==> src/rtl/param_fifo_pkg.sv <==
// Shared defaults and types for the param_fifo block.
package param_fifo_pkg;

   localparam int unsigned DefDataW = 8;
   localparam int unsigned DefAddrW = 4;
   localparam int unsigned DefAfLvl = (2 ** DefAddrW) - 2;
   localparam int unsigned DefAeLvl = 2;

   typedef struct packed {
      logic overflow;
      logic underflow;
   } err_flags_t;

endpackage

==> src/rtl/param_fifo_ctrl.sv <==
// Pointer, occupancy, flag decode and acceptance logic for param_fifo.
// Sticky error flags exist only when PARAM_FIFO_ERR_EN is defined.
module param_fifo_ctrl
   import param_fifo_pkg::*;
#(
   parameter int unsigned ADDR_W = DefAddrW,
   parameter int unsigned AF_LVL = DefAfLvl,
   parameter int unsigned AE_LVL = DefAeLvl
) (
   input  logic              clk_i,
   input  logic              rst_ni,
   input  logic              push_i,
   input  logic              pop_i,
   input  logic              clear_err_i,
   output logic              wr_en_o,
   output logic [ADDR_W-1:0] wr_ptr_o,
   output logic [ADDR_W-1:0] rd_ptr_o,
   output logic [ADDR_W:0]   count_o,
   output logic              empty_o,
   output logic              full_o,
   output logic              almost_full_o,
   output logic              almost_empty_o,
   output logic              overflow_o,
   output logic              underflow_o
);

   localparam logic [ADDR_W:0]   DepthC  = (ADDR_W + 1)'(2 ** ADDR_W);
   localparam logic [ADDR_W:0]   AfLvlC  = (ADDR_W + 1)'(AF_LVL);
   localparam logic [ADDR_W:0]   AeLvlC  = (ADDR_W + 1)'(AE_LVL);
   localparam logic [ADDR_W:0]   CntOneC = (ADDR_W + 1)'(1);
   localparam logic [ADDR_W-1:0] PtrOneC = ADDR_W'(1);

   logic [ADDR_W-1:0] wr_ptr_q, wr_ptr_d;
   logic [ADDR_W-1:0] rd_ptr_q, rd_ptr_d;
   logic [ADDR_W:0]   count_q, count_d;
   logic              empty, full;
   logic              push_acc, pop_acc;

   assign empty = (count_q == '0);
   assign full  = (count_q == DepthC);

   // A pop frees a slot in the same cycle, so a full FIFO still takes a push alongside it.
   assign push_acc = push_i & (~full | pop_i);
   assign pop_acc  = pop_i & ~empty;

   always_comb begin
      wr_ptr_d = wr_ptr_q;
      rd_ptr_d = rd_ptr_q;
      count_d  = count_q;
      if (push_acc) begin
         wr_ptr_d = wr_ptr_q + PtrOneC;
      end
      if (pop_acc) begin
         rd_ptr_d = rd_ptr_q + PtrOneC;
      end
      unique case ({push_acc, pop_acc})
         2'b10:   count_d = count_q + CntOneC;
         2'b01:   count_d = count_q - CntOneC;
         default: count_d = count_q;
      endcase
   end

   always_ff @(posedge clk_i or negedge rst_ni) begin
      if (!rst_ni) begin
         wr_ptr_q <= '0;
         rd_ptr_q <= '0;
         count_q  <= '0;
      end else begin
         wr_ptr_q <= wr_ptr_d;
         rd_ptr_q <= rd_ptr_d;
         count_q  <= count_d;
      end
   end

   assign wr_en_o        = push_acc;
   assign wr_ptr_o       = wr_ptr_q;
   assign rd_ptr_o       = rd_ptr_q;
   assign count_o        = count_q;
   assign empty_o        = empty;
   assign full_o         = full;
   assign almost_full_o  = (count_q >= AfLvlC);
   assign almost_empty_o = (count_q <= AeLvlC);

`ifdef PARAM_FIFO_ERR_EN
   err_flags_t err_q, err_d;

   // Set is applied after clear so a same-cycle set wins.
   always_comb begin
      err_d = err_q;
      if (clear_err_i) begin
         err_d = '0;
      end
      if (push_i && full && !pop_i) begin
         err_d.overflow = 1'b1;
      end
      if (pop_i && empty) begin
         err_d.underflow = 1'b1;
      end
   end

   always_ff @(posedge clk_i or negedge rst_ni) begin
      if (!rst_ni) begin
         err_q <= '0;
      end else begin
         err_q <= err_d;
      end
   end

   assign overflow_o  = err_q.overflow;
   assign underflow_o = err_q.underflow;
`else
   logic unused_clear_err;
   assign unused_clear_err = clear_err_i;
   assign overflow_o       = 1'b0;
   assign underflow_o      = 1'b0;
`endif

endmodule

==> src/rtl/param_fifo.sv <==
// Parameterised first-word-fall-through FIFO with occupancy flags.
// Define PARAM_FIFO_ERR_EN to enable the sticky overflow/underflow flags.
module param_fifo
   import param_fifo_pkg::*;
#(
   parameter int unsigned DATA_W = DefDataW,
   parameter int unsigned ADDR_W = DefAddrW,
   parameter int unsigned AF_LVL = (2 ** ADDR_W) - 2,
   parameter int unsigned AE_LVL = DefAeLvl
) (
   input  logic              clk_i,
   input  logic              rst_ni,
   input  logic              push_i,
   input  logic [DATA_W-1:0] push_data_i,
   input  logic              pop_i,
   output logic [DATA_W-1:0] pop_data_o,
   output logic              empty_o,
   output logic              full_o,
   output logic              almost_full_o,
   output logic              almost_empty_o,
   output logic [ADDR_W:0]   count_o,
   output logic              overflow_o,
   output logic              underflow_o,
   input  logic              clear_err_i
);

   localparam int unsigned Depth = 2 ** ADDR_W;

   logic [DATA_W-1:0] mem_q [Depth];
   logic              wr_en;
   logic [ADDR_W-1:0] wr_ptr, rd_ptr;

   param_fifo_ctrl #(
      .ADDR_W (ADDR_W),
      .AF_LVL (AF_LVL),
      .AE_LVL (AE_LVL)
   ) u_ctrl (
      .clk_i          (clk_i),
      .rst_ni         (rst_ni),
      .push_i         (push_i),
      .pop_i          (pop_i),
      .clear_err_i    (clear_err_i),
      .wr_en_o        (wr_en),
      .wr_ptr_o       (wr_ptr),
      .rd_ptr_o       (rd_ptr),
      .count_o        (count_o),
      .empty_o        (empty_o),
      .full_o         (full_o),
      .almost_full_o  (almost_full_o),
      .almost_empty_o (almost_empty_o),
      .overflow_o     (overflow_o),
      .underflow_o    (underflow_o)
   );

   // Storage has no reset; stale words are unreachable once the pointers clear.
   always_ff @(posedge clk_i) begin
      if (wr_en) begin
         mem_q[wr_ptr] <= push_data_i;
      end
   end

   assign pop_data_o = mem_q[rd_ptr];

endmodule

==> config.mk <==
export PLATFORM = sky130hd
export DESIGN_NAME = param_fifo
export DESIGN_NICKNAME = d
export VERILOG_FILES = /design/src/rtl/param_fifo_pkg.sv /design/src/rtl/param_fifo_ctrl.sv /design/src/rtl/param_fifo.sv
export SDC_FILE = /design/constraint.sdc
export NUM_CORES = 1
export LEC_CHECK = 0
export BUFFER_PORTS_ARGS = -buffer_cell sky130_fd_sc_hd__buf_2
export CELL_PAD_IN_SITES_DETAIL_PLACEMENT = 0
export CELL_PAD_IN_SITES_GLOBAL_PLACEMENT = 1
export CORE_ASPECT_RATIO = 2
export CORE_UTILIZATION = 25
export CTS_BUF_LIST = sky130_fd_sc_hd__clkbuf_2
export DETAILED_ROUTE_END_ITERATION = 8
export HOLD_SLACK_MARGIN = 0.15
export PLACE_DENSITY_LB_ADDON = 0.1
export SYNTH_ARGS = -nofsm -noshare
export SYNTH_HDL_FRONTEND = slang
export SYNTH_SLANG_ARGS = --single-unit
export TNS_END_PERCENT = 1
==> constraint.sdc <==
create_clock -name clk_i -period 2.7 [get_ports clk_i]
set_input_delay 0.27 -clock clk_i [delete_from_list [all_inputs] [get_ports clk_i]]
set_output_delay 0.27 -clock clk_i [all_outputs]
set_load 0.005 [all_outputs]
# == Word level (Yosys, flattened, before mapping) ==
# Memories as Yosys holds them, arrays and structs flattened.
# Index checks and enable logic that the tools add are counted.
# word_totals
register_bits,13
mem_bits_rw,128
input_bits,13
output_inout_bits,19
elab_cells,23
mem_count,1
# classes
n_addsub,4
magnitude_cmp,2
eq_ne,3
muxes,3
n_bitwise,5
reduce_logical,2
# memory_table
name,depth,word_bits,read_ports,rd_clocked_by_memory_dff,wr,line_no,source
mem_q,16,8,1,0,1,param_fifo.sv:29,logic [DATA_W-1:0] mem_q [Depth];
# ops
cell,count
$pmux 5 s2,1
$add 4x1->4 const B,2
$add 5x1->5 const B,1
$eq 5x5->1 const B,1
$ge 5x4->1 const B,1
$le 5x2->1 const B,1
$logic_not 5->1,1
$sub 5x1->5 const B,1
$and 1x1->1,2
$eq 2x1->1 const B,1
$eq 2x2->1 const B,1
$mux 1,2
$not 1->1,2
$reduce_bool 2->1,1
$or 1x1->1,1

# == Depth between registers and ports, before layout ==
# Gate-level depths: netlist of the first run.
# depth
depth_word,6
ltp_mapped,12
depth_no_buf,12

# == Cells and area by module ==
# From an unflattened synthesis of the first run, not the netlist that was laid out.
# unflattened
cells_unflattened,299
hier_area_um2,5828.1
# modules_own_cells
module,instances,cells_per_inst,area_each_um2
param_fifo,1,221,4987.3
param_fifo_ctrl,1,78,840.8

# == Least setup slack after synthesis of the first run ==
# OpenSTA, ideal clock, no wires.
# synth_path
path_kind,flip-flop to flip-flop
startpoint,reg u_ctrl.count_q[1] (netlist: u_ctrl.count_o[1])
endpoint,reg u_ctrl.count_q[4] (netlist: u_ctrl.count_o[4])
t_arrival_ps,2525
required_time_ps,2574
setup_slack_ps,49
stages_incl_launch_ff,13
path_buffers,0
period_less_slack_ps,2651
path_cell_list,dfrtp_1 > nor4_2 > nand2_1 > o21a_4 > inv_2 > ha_1 > inv_1 > fa_1 > nor2b_1 > o21ai_0 > nand3_1 > or3b_1 > xnor2_1
# synth_between
elab_chain_cells,6
# synth_lines
element,line_no,source
start: declaration,param_fifo_ctrl.sv:35,"logic [ADDR_W:0] count_q, count_d;"
start signal: assignment,param_fifo_ctrl.sv:71,count_q <= count_d;
$eq 5x5->1,param_fifo_ctrl.sv:40,assign full = (count_q == DepthC);
$not 1->1,param_fifo_ctrl.sv:43,assign push_acc = push_i & (~full | pop_i);
$or 1x1->1,param_fifo_ctrl.sv:43,
$and 1x1->1,param_fifo_ctrl.sv:43,
$eq 2x1->1 or $eq 2x2->1 (tied branches),param_fifo_ctrl.sv:56,"unique case ({push_acc, pop_acc})"
$pmux 5 s2 or $reduce_bool 2->1 (tied branches),--,
# Parallel ways exist; a longest one is shown, timed or not.
# A chain may end at the register's enable or synchronous reset.

# == Worst setup path in the final report of the first run ==
# layout_path
startpoint,reg u_ctrl.rd_ptr_q[0] (netlist: u_ctrl.rd_ptr_o[0])
endpoint,out pop_data_o[6]
# layout_between
elab_chain_cells,1
# layout_lines
element,line_no,source
start: declaration,param_fifo_ctrl.sv:34,"logic [ADDR_W-1:0] rd_ptr_q, rd_ptr_d;"
start signal: assignment,param_fifo_ctrl.sv:70,rd_ptr_q <= rd_ptr_d;
$mem_v2 16x8,--,
end: declaration,param_fifo.sv:16,"output logic [DATA_W-1:0] pop_data_o,"
# No other way between the ends.

==> summary.md, run 1 <==
| Metric | Value |
|---|---|
| DRC viols | 0 |
| Ratio of final minimum period to clock period | 1.043 |
| Final setup fails | 9 |
| Clk Latency, worst-skew pair | 0.74 ns |
| Peak Freq | 0.3549 GHz |
| Max clock buf depth | 2 |
| Detailed Place HPWL | 10,090 um |
| Buffers plus inverters on the worst setup path | 4 |
| # fillers | 2,320 |
| Worst Path Arrival | 2.55 ns |
| YS warnings | 0 |
| Failing checks | setup timing |
| Tot Pwr | 0.007143 W |
| Critical-path top delay cell | dfrtp_2 |
| Vias per inst | 4.415 |
| Mapped Cells | 332 |
| Global-route wire length before repair | 21,850 um |
| Post-DRT Antenna Nets | 0 |
| Tightest Pin Transition | 0.7081 ns |
| WS Path Type | reg -> out |
| Slew Limit Headroom | 0.5264 |
| Clock Power Share | 0.178 |
| Final TNS setup | -0.6775 ns |
| HP Start | push_data_i[6] |
| Critical path launch point type | flip-flop |
| Fin. Hold Viols | 0 |
| Internal | 0.004635 W |
| Slew Limit Fails | 0 |
| Number of I/O port buffers | 28 |
| Post-route cell area | 0.007087 mm^2 |
| Ports | 32 |
| CTS tree | built |
| Clk pin slew, worst setup/hold paths | 0.21 ns |
| PD cells | 1008 mW/mm^2 |
| Share of cells above drive strength 1 | 0.3395 |
| Largest net degree at the start of global routing | 27 |
| Post-synthesis register bit count | 141 |
| Critical Path Fanout Max | 7 |
| Number of global-route vias before repair | 3,365 |
| Worst setup margin | -0.1174 ns |
| TritonCTS Buffers | 17 |
| Critical Path, Cell by Cell | buf_12 -> buf_12 -> buf_6 -> mux2i_2 -> a221oi_2 -> a22oi_2 -> nand2_1 -> buf_2 |
| Req. time, crit path | 2.43 ns |
| CP dominant cell by count | buf_12 |
| Yosys cell types | 37 |
| Class of the worst hold path | in -> reg |
| CTS Sinks | 141 |
| Crit end category | output pin |
| Reg power frac | 0.410 |
| Post-Syn Area | 0.005854 mm^2 |
| Number of nets in the layout | 440 |
| Final core utilization | 0.3103 |
| Effective utilization at floorplan | 0.2564 |
| Post-Route Skew | 0.03067 ns |
| Reported max-cap violation count | 0 |
| Final wirelength | 15,060 um |
| CP max stage delay | 0.55 ns |
| Fraction of the yosys area taken by sequential cells | 0.7121 |
| Reg-to-Reg Start | u_ctrl.count_o[1] |
| Initial DRC count | 135 |
| Final Wtd Congestion | 0.6797 |
| CP delay by family, top | flip-flops |
| CTS root buf | clkbuf_2 |
| Std cell rows | 78 |
| RSZ-0062 raised after global routing | true |
| Core area | 0.02284 mm^2 |
| P&R area growth vs syn | 21.05% |
| Logic pwr share | 0.411 |
| Clock H-tree levels | 4 |
| Placed Area | 0.006410 mm^2 |
| GRT overflow | 0 |
| Tot GR Track Use | 0.1353 |
| DIE AREA | 0.02407 mm^2 |
| Syn avg cell area | 17.63 um^2 |
| Net Sw Power | 0.002508 W |
| P_leak | 2.519 nW |
| Drt first pass iters | 4 |
| Routed vias | 3,139 |
| Die X | 110.2 um |
| Min cycle time layout | 2.817 ns |
| CP startpoint | u_ctrl.rd_ptr_o[0] |
| Die Ht | 218.4 um |
| VDD IR-drop max | 0.3597 mV |
| Initial antenna violation count | 1 |
| Wire per inst | 21.18 um |
| Switching Fraction | 0.3511 |
| Status | complete, but fails checks |
worst paths after layout:
path	slack [ns]	endpoint	cells past startpoint
worst max-delay path	-0.12	pop_data_o[6]	8
worst min-delay path	0.44	mem_q[7][6]	2
worst max register to register	-0.01	u_ctrl.count_o[4]	12
worst min register to register	0.55	u_ctrl.wr_ptr_o[3]	1
max in group asynchronous	1.61	u_ctrl.rd_ptr_o[3]	3
min in group asynchronous	0.60	u_ctrl.wr_ptr_o[2]	3
cell type report:
cell class,instances,area (um^2),area share
clock inverters,14,151.4,0.02136
inverters,8,30.03,0.004237
clock buffers,18,90.09,0.01271
flip-flops and latches,141,4172,0.5886
multi-input cells,167,1609,0.2270
well taps,280,350.3,0.04944
diodes,1,2.502,0.0003531
repair buffers,82,681.9,0.09622
synthesized netlist by cell type (all sizes together):
master | count | area share
and2 | 17 | 0.018
nor4 | 1 | 0.0021
nand2 | 15 | 0.0096
a21oi | 10 | 0.0085
inv | 8 | 0.0051
or3b | 1 | 0.0015
buf | 13 | 0.021
nand4 | 1 | 0.0011
xnor2 | 7 | 0.010
conb | 1 | 0.00064
a31o | 1 | 0.0015
mux2 | 9 | 0.018
o21a | 1 | 0.0026
clkbuf | 4 | 0.0026
a2111oi | 1 | 0.0015
xor2 | 3 | 0.0045
nand3 | 2 | 0.0017
nor3b | 2 | 0.0026
o21ai | 20 | 0.017
and3 | 1 | 0.0019
edfxtp | 128 | 0.66
mux2i | 25 | 0.043
a22oi | 8 | 0.010
and2b | 1 | 0.0013
a221oi | 8 | 0.012
dfrtp | 13 | 0.056
ha | 9 | 0.019
nor3 | 1 | 0.00085
nor2b | 3 | 0.0032
mux4 | 16 | 0.062
fa | 1 | 0.0034
a21o | 1 | 0.0013
power groups by stage:
stage               combinational [W]  sequential [W]  clock [W]
finish                        0.00294         0.00293    0.00127
CTS                           0.00266         0.00292    0.00132
floorplan                     0.00161         0.00286          0
global route                  0.00324         0.00297    0.00140
detailed placement            0.00248         0.00295          0
global placement              0.00249         0.00293          0
placed cells by master (no fill, tap or decap), drive strengths merged, types with 9 or more instances in the layout:
| master | count |
|---|---|
| buf | 67 |
| clkbuf | 20 |
| dfrtp | 13 |
| dlygate4sd3 | 13 |
| o21ai | 20 |
| mux2 | 9 |
| mux2i | 25 |
| a21oi | 10 |
| nand2 | 15 |
| ha | 9 |
| and2 | 17 |
| mux4 | 16 |
| edfxtp | 128 |
per-layer routing:
metal	global-route usage	vias up	routed length (um)
li1	-	1470	-
met1	0.1374	1607	5593
met2	0.2560	49	8809
met3	0.03251	13	334
met4	0.05439	0	322
met5	0	-	0
cell families (layout without fill, tap and decap cells):
| family | after synthesis | after routing | share of synthesized area |
|---|---|---|---|
| compound gates | 50 | 50 | 0.05471 |
| xor+xnor | 10 | 10 | 0.01496 |
| fa+ha+maj | 10 | 10 | 0.02265 |
| buf+inv | 25 | 122 | 0.02864 |
| flops | 141 | 141 | 0.7121 |
| mux | 50 | 50 | 0.1222 |
| other cells | 1 | 3 | 0.0006405 |
| simple gates | 45 | 45 | 0.04403 |
stage by stage:
stage,cells,worst slack (ns),hold slack [ns]
global placement,647,-0.09446,0.1938
detailed placement,647,-0.1032,0.1937
floorplan,333,0.04887,-0.02559
CTS,697,-0.2571,0.3623
global route,711,-0.3183,0.3655
finish,711,-0.1174,0.4431
registers in the layout (all words and copies together) (netlist names):
signal and cells:
mem_q 128, u_ctrl.count_o 5, u_ctrl.rd_ptr_o 4, u_ctrl.wr_ptr_o 4
repair_timing:
item	in CTS	in global routing
gates cloned	1	2
endpoints found under the setup margin	9	9
resized for setup	10	27
pin swaps	2	8
hold buffers	13	0
setup buffers	4	11
hold endpoints to repair	153	0
(Power assumes the default switching activity.)
==> run 2, diff against run 1 <==
--- a/config.mk
+++ b/config.mk
@@ -10,7 +10,6 @@
 export CELL_PAD_IN_SITES_GLOBAL_PLACEMENT = 1
 export CORE_ASPECT_RATIO = 2
 export CORE_UTILIZATION = 25
-export CTS_BUF_LIST = sky130_fd_sc_hd__clkbuf_2
 export DETAILED_ROUTE_END_ITERATION = 8
 export HOLD_SLACK_MARGIN = 0.15
 export PLACE_DENSITY_LB_ADDON = 0.1
==> run 2 against run 1 <==
  * The run now ends clean
  * Core utilization is essentially flat
  * Sequential share of layout area is essentially flat
  * Register-to-register slack gained 0.14 ns
  * Fmax grew 9.7%
  * Sequential cell count is the same
  * Total power grew 8.7%
  * First-iteration DRC count shrank 8.1%
  * Clock power grew 92%
  * Critical path depth grew 4
  * Cell area shrank 0.11%
  * Largest power group is now sequential cells
==> summary.md, run 2 (synthesis gave the netlist of run 1 again) <==
| Metric | Value |
|---|---|
| Final setup fails | 0 (was 9) |
| Ratio of final minimum period to clock period | 0.9512 (was 1.043) |
| Worst setup margin | 0.1318 ns (was -0.1174 ns) |
| Core area | 0.02284 mm^2 (unchanged) |
| Global-route wire length before repair | 21,560 um (was 21,850 um) |
| Fin. Hold Viols | 0 (unchanged) |
| Die Ht | 218.4 um (unchanged) |
| Clk Latency, worst-skew pair | 0.42 ns (was 0.74 ns) |
| Gr busiest metal | met2 (unchanged) |
| GR Util met1 | 0.1360 (was 0.1374) |
| Effective utilization at floorplan | 0.2564 (unchanged) |
| Number of I/O port buffers | 28 (unchanged) |
| P&R area growth vs syn | 20.92% (was 21.05%) |
| Share of cells above drive strength 1 | 0.2943 (was 0.3395) |
| Tightest Pin Transition | 0.7357 ns (was 0.7081 ns) |
| GR Util met3 | 0.03340 (was 0.03251) |
| CTS Sinks | 141 (unchanged) |
| RSZ-0062 raised after global routing | true (unchanged) |
| Status | finished, final reports clean (was complete, but fails checks) |
| Final Wtd Congestion | 0.6797 (unchanged) |
| Routed vias | 3,037 (was 3,139) |
| DRC viols | 0 (unchanged) |
| Tot GR Track Use | 0.1336 (was 0.1353) |
| Largest net degree at the start of global routing | 27 (unchanged) |
| VDD IR-drop max | 0.5078 mV (was 0.3597 mV) |
| P_leak | 2.501 nW (was 2.519 nW) |
| PD cells | 1096 mW/mm^2 (was 1008 mW/mm^2) |
| Commonest non-fill, non-tap cells in the layout | edfxtp_1, buf_2, mux2i_1 (was edfxtp_1, buf_4, buf_2) |
| Worst Path Arrival | 2.88 ns (was 2.55 ns) |
| Std cell rows | 78 (unchanged) |
| DIE AREA | 0.02407 mm^2 (unchanged) |
| Die X | 110.2 um (unchanged) |
| Min cycle time layout | 2.568 ns (was 2.817 ns) |
| Slew Limit Fails | 0 (unchanged) |
| Class of the worst hold path | in -> reg (unchanged) |
| CTS root buf | clkbuf_16 (was clkbuf_2) |
| Largest Register | mem_q (unchanged) |
| Detailed Place HPWL | 10,090 um (unchanged) |
| Max reg flops | 128 (unchanged) |
| Number of global-route vias before repair | 3,294 (was 3,365) |
| WS Path Type | reg -> reg (was reg -> out) |
| Post-DRT Antenna Nets | 0 (unchanged) |
| Post-route cell area | 0.007079 mm^2 (was 0.007087 mm^2) |
| Slew Limit Headroom | 0.5095 (was 0.5264) |
| CP startpoint | u_ctrl.count_o[1] (was u_ctrl.rd_ptr_o[0]) |
| Clk pin slew, worst setup/hold paths | 0.06 ns (was 0.21 ns) |
| Final wirelength | 14,410 um (was 15,060 um) |
| R2R setup slack | 0.13 ns (was -0.01 ns) |
| Clock H-tree levels | 4 (unchanged) |
| Number of nets in the layout | 411 (was 440) |
| Drt first pass iters | 4 (unchanged) |
| CTS tree | built (unchanged) |
| Setup crit end | u_ctrl.count_o[4] (was pop_data_o[6]) |
| Worst R2R End | u_ctrl.count_o[4] (unchanged) |
| Peak Freq | 0.3894 GHz (was 0.3549 GHz) |
| Wire per inst | 21.13 um (was 21.18 um) |
| Reported max-cap violation count | 0 (unchanged) |
| Reg-to-Reg Start | u_ctrl.count_o[1] (unchanged) |
| Max clock buf depth | 2 (unchanged) |
| Reg2Reg Depth | 12 (unchanged) |
| Crit end category | flip-flop (was output pin) |
| Post-Route Skew | 0.009918 ns (was 0.03067 ns) |
| Initial antenna violation count | 4 (was 1) |
| Critical Path Fanout Max | 3 (was 7) |
| Commonest non-fill, non-tap cell in the layout | edfxtp_1 (unchanged) |
| TritonCTS Buffers | 17 (unchanged) |
| Initial DRC count | 124 (was 135) |
| Placed Area | 0.006410 mm^2 (unchanged) |
| Critical path launch point type | flip-flop (unchanged) |
| Worst slack at placement | -0.1032 ns (unchanged) |
| GRT overflow | 0 (unchanged) |
| Req. time, crit path | 3.01 ns (was 2.43 ns) |
| Vias per inst | 4.453 (was 4.415) |
| Ports | 32 (unchanged) |
| GR Util met2 | 0.2496 (was 0.2560) |
-- run 2: cell count changes in the layout (fill, tap and decap cells not counted), sizes merged --
cell,before,now
buf,67,52
clkbuf,20,22
clkinv,8,4
dlygate4sd3,13,1
-- run 2: power by group --
part           internal, W  leakage (nW)  switching [W]
Combinational      0.00112         0.893        0.00130
Clock              0.00155         0.298       0.000889
Sequential         0.00268          1.31       0.000221
Total              0.00535          2.50        0.00241
-- run 2: stage by stage --
stage	power, W	instances	util	hold slack, ns	TNS [ns]
2_1_floorplan	0.004470	333	-	-0.02559	0
3_3_place_gp	0.005423	647	0.2807	0.1938	-0.09446
3_5_place_dp	0.005432	647	0.2807	0.1937	-0.1032
4_1_cts	0.007911	680	0.3092	0.2174	0
5_1_grt	0.008223	682	0.3100	0.2163	-0.03780
6_report	0.007762	682	0.3100	0.2327	0
-- run 2: routing by layer --
metal / vias up / routed length [um] / part of all wire
li1: 1410 / - / -
met1: 1558 / 5366 / 0.37
met2: 53 / 8396 / 0.58
met3: 16 / 339 / 0.024
met4: 0 / 311 / 0.022
met5: - / 0 / 0
-- run 2: cell type report --
cell class                 count  area [um^2]
fill                        2301        15760
multi-input combinational    167         1548
tap                          280        350.3
antenna                        1        2.502
sequential                   141         4170
clock inverter                10        136.4
clock buffer                  22        484.2
inverter                       8        32.53
timing repair buffer          53        355.3
-- run 2: repair_timing --
action,in CTS,in global routing
hold endpoints to repair,13,0
setup endpoints to repair,1,1
pin swaps,1,5
resized for setup,3,5
setup buffers,0,1
hold buffers,1,0
-- run 2: worst max-delay path, stage by stage (launching register included) --
cell and delay, ns:
dfrtp_1 0.41, nor4_4 0.29, nand2_1 0.12, o21a_4 0.24
inv_4 0.06, ha_4 0.15, inv_2 0.05, fa_2 0.36
nor2b_1 0.11, o21ai_1 0.09, nand3_1 0.07, or3b_4 0.37
xnor2_1 0.12
-- run 2: worst min path at each step --
| stage | cells past startpoint | end | startpoint | slack [ns] |
|---|---|---|---|---|
| floorplan | 0 | u_ctrl.count_o[0] | rst_ni | -0.03 |
| global placement | 1 | u_ctrl.wr_ptr_o[0] | rst_ni | 0.19 |
| detailed placement | 1 | u_ctrl.wr_ptr_o[0] | rst_ni | 0.19 |
| CTS | 1 | mem_q[11][3] | push_data_i[3] | 0.22 |
| global route | 1 | mem_q[9][3] | push_data_i[3] | 0.22 |
| finish | 1 | mem_q[11][3] | push_data_i[3] | 0.23 |
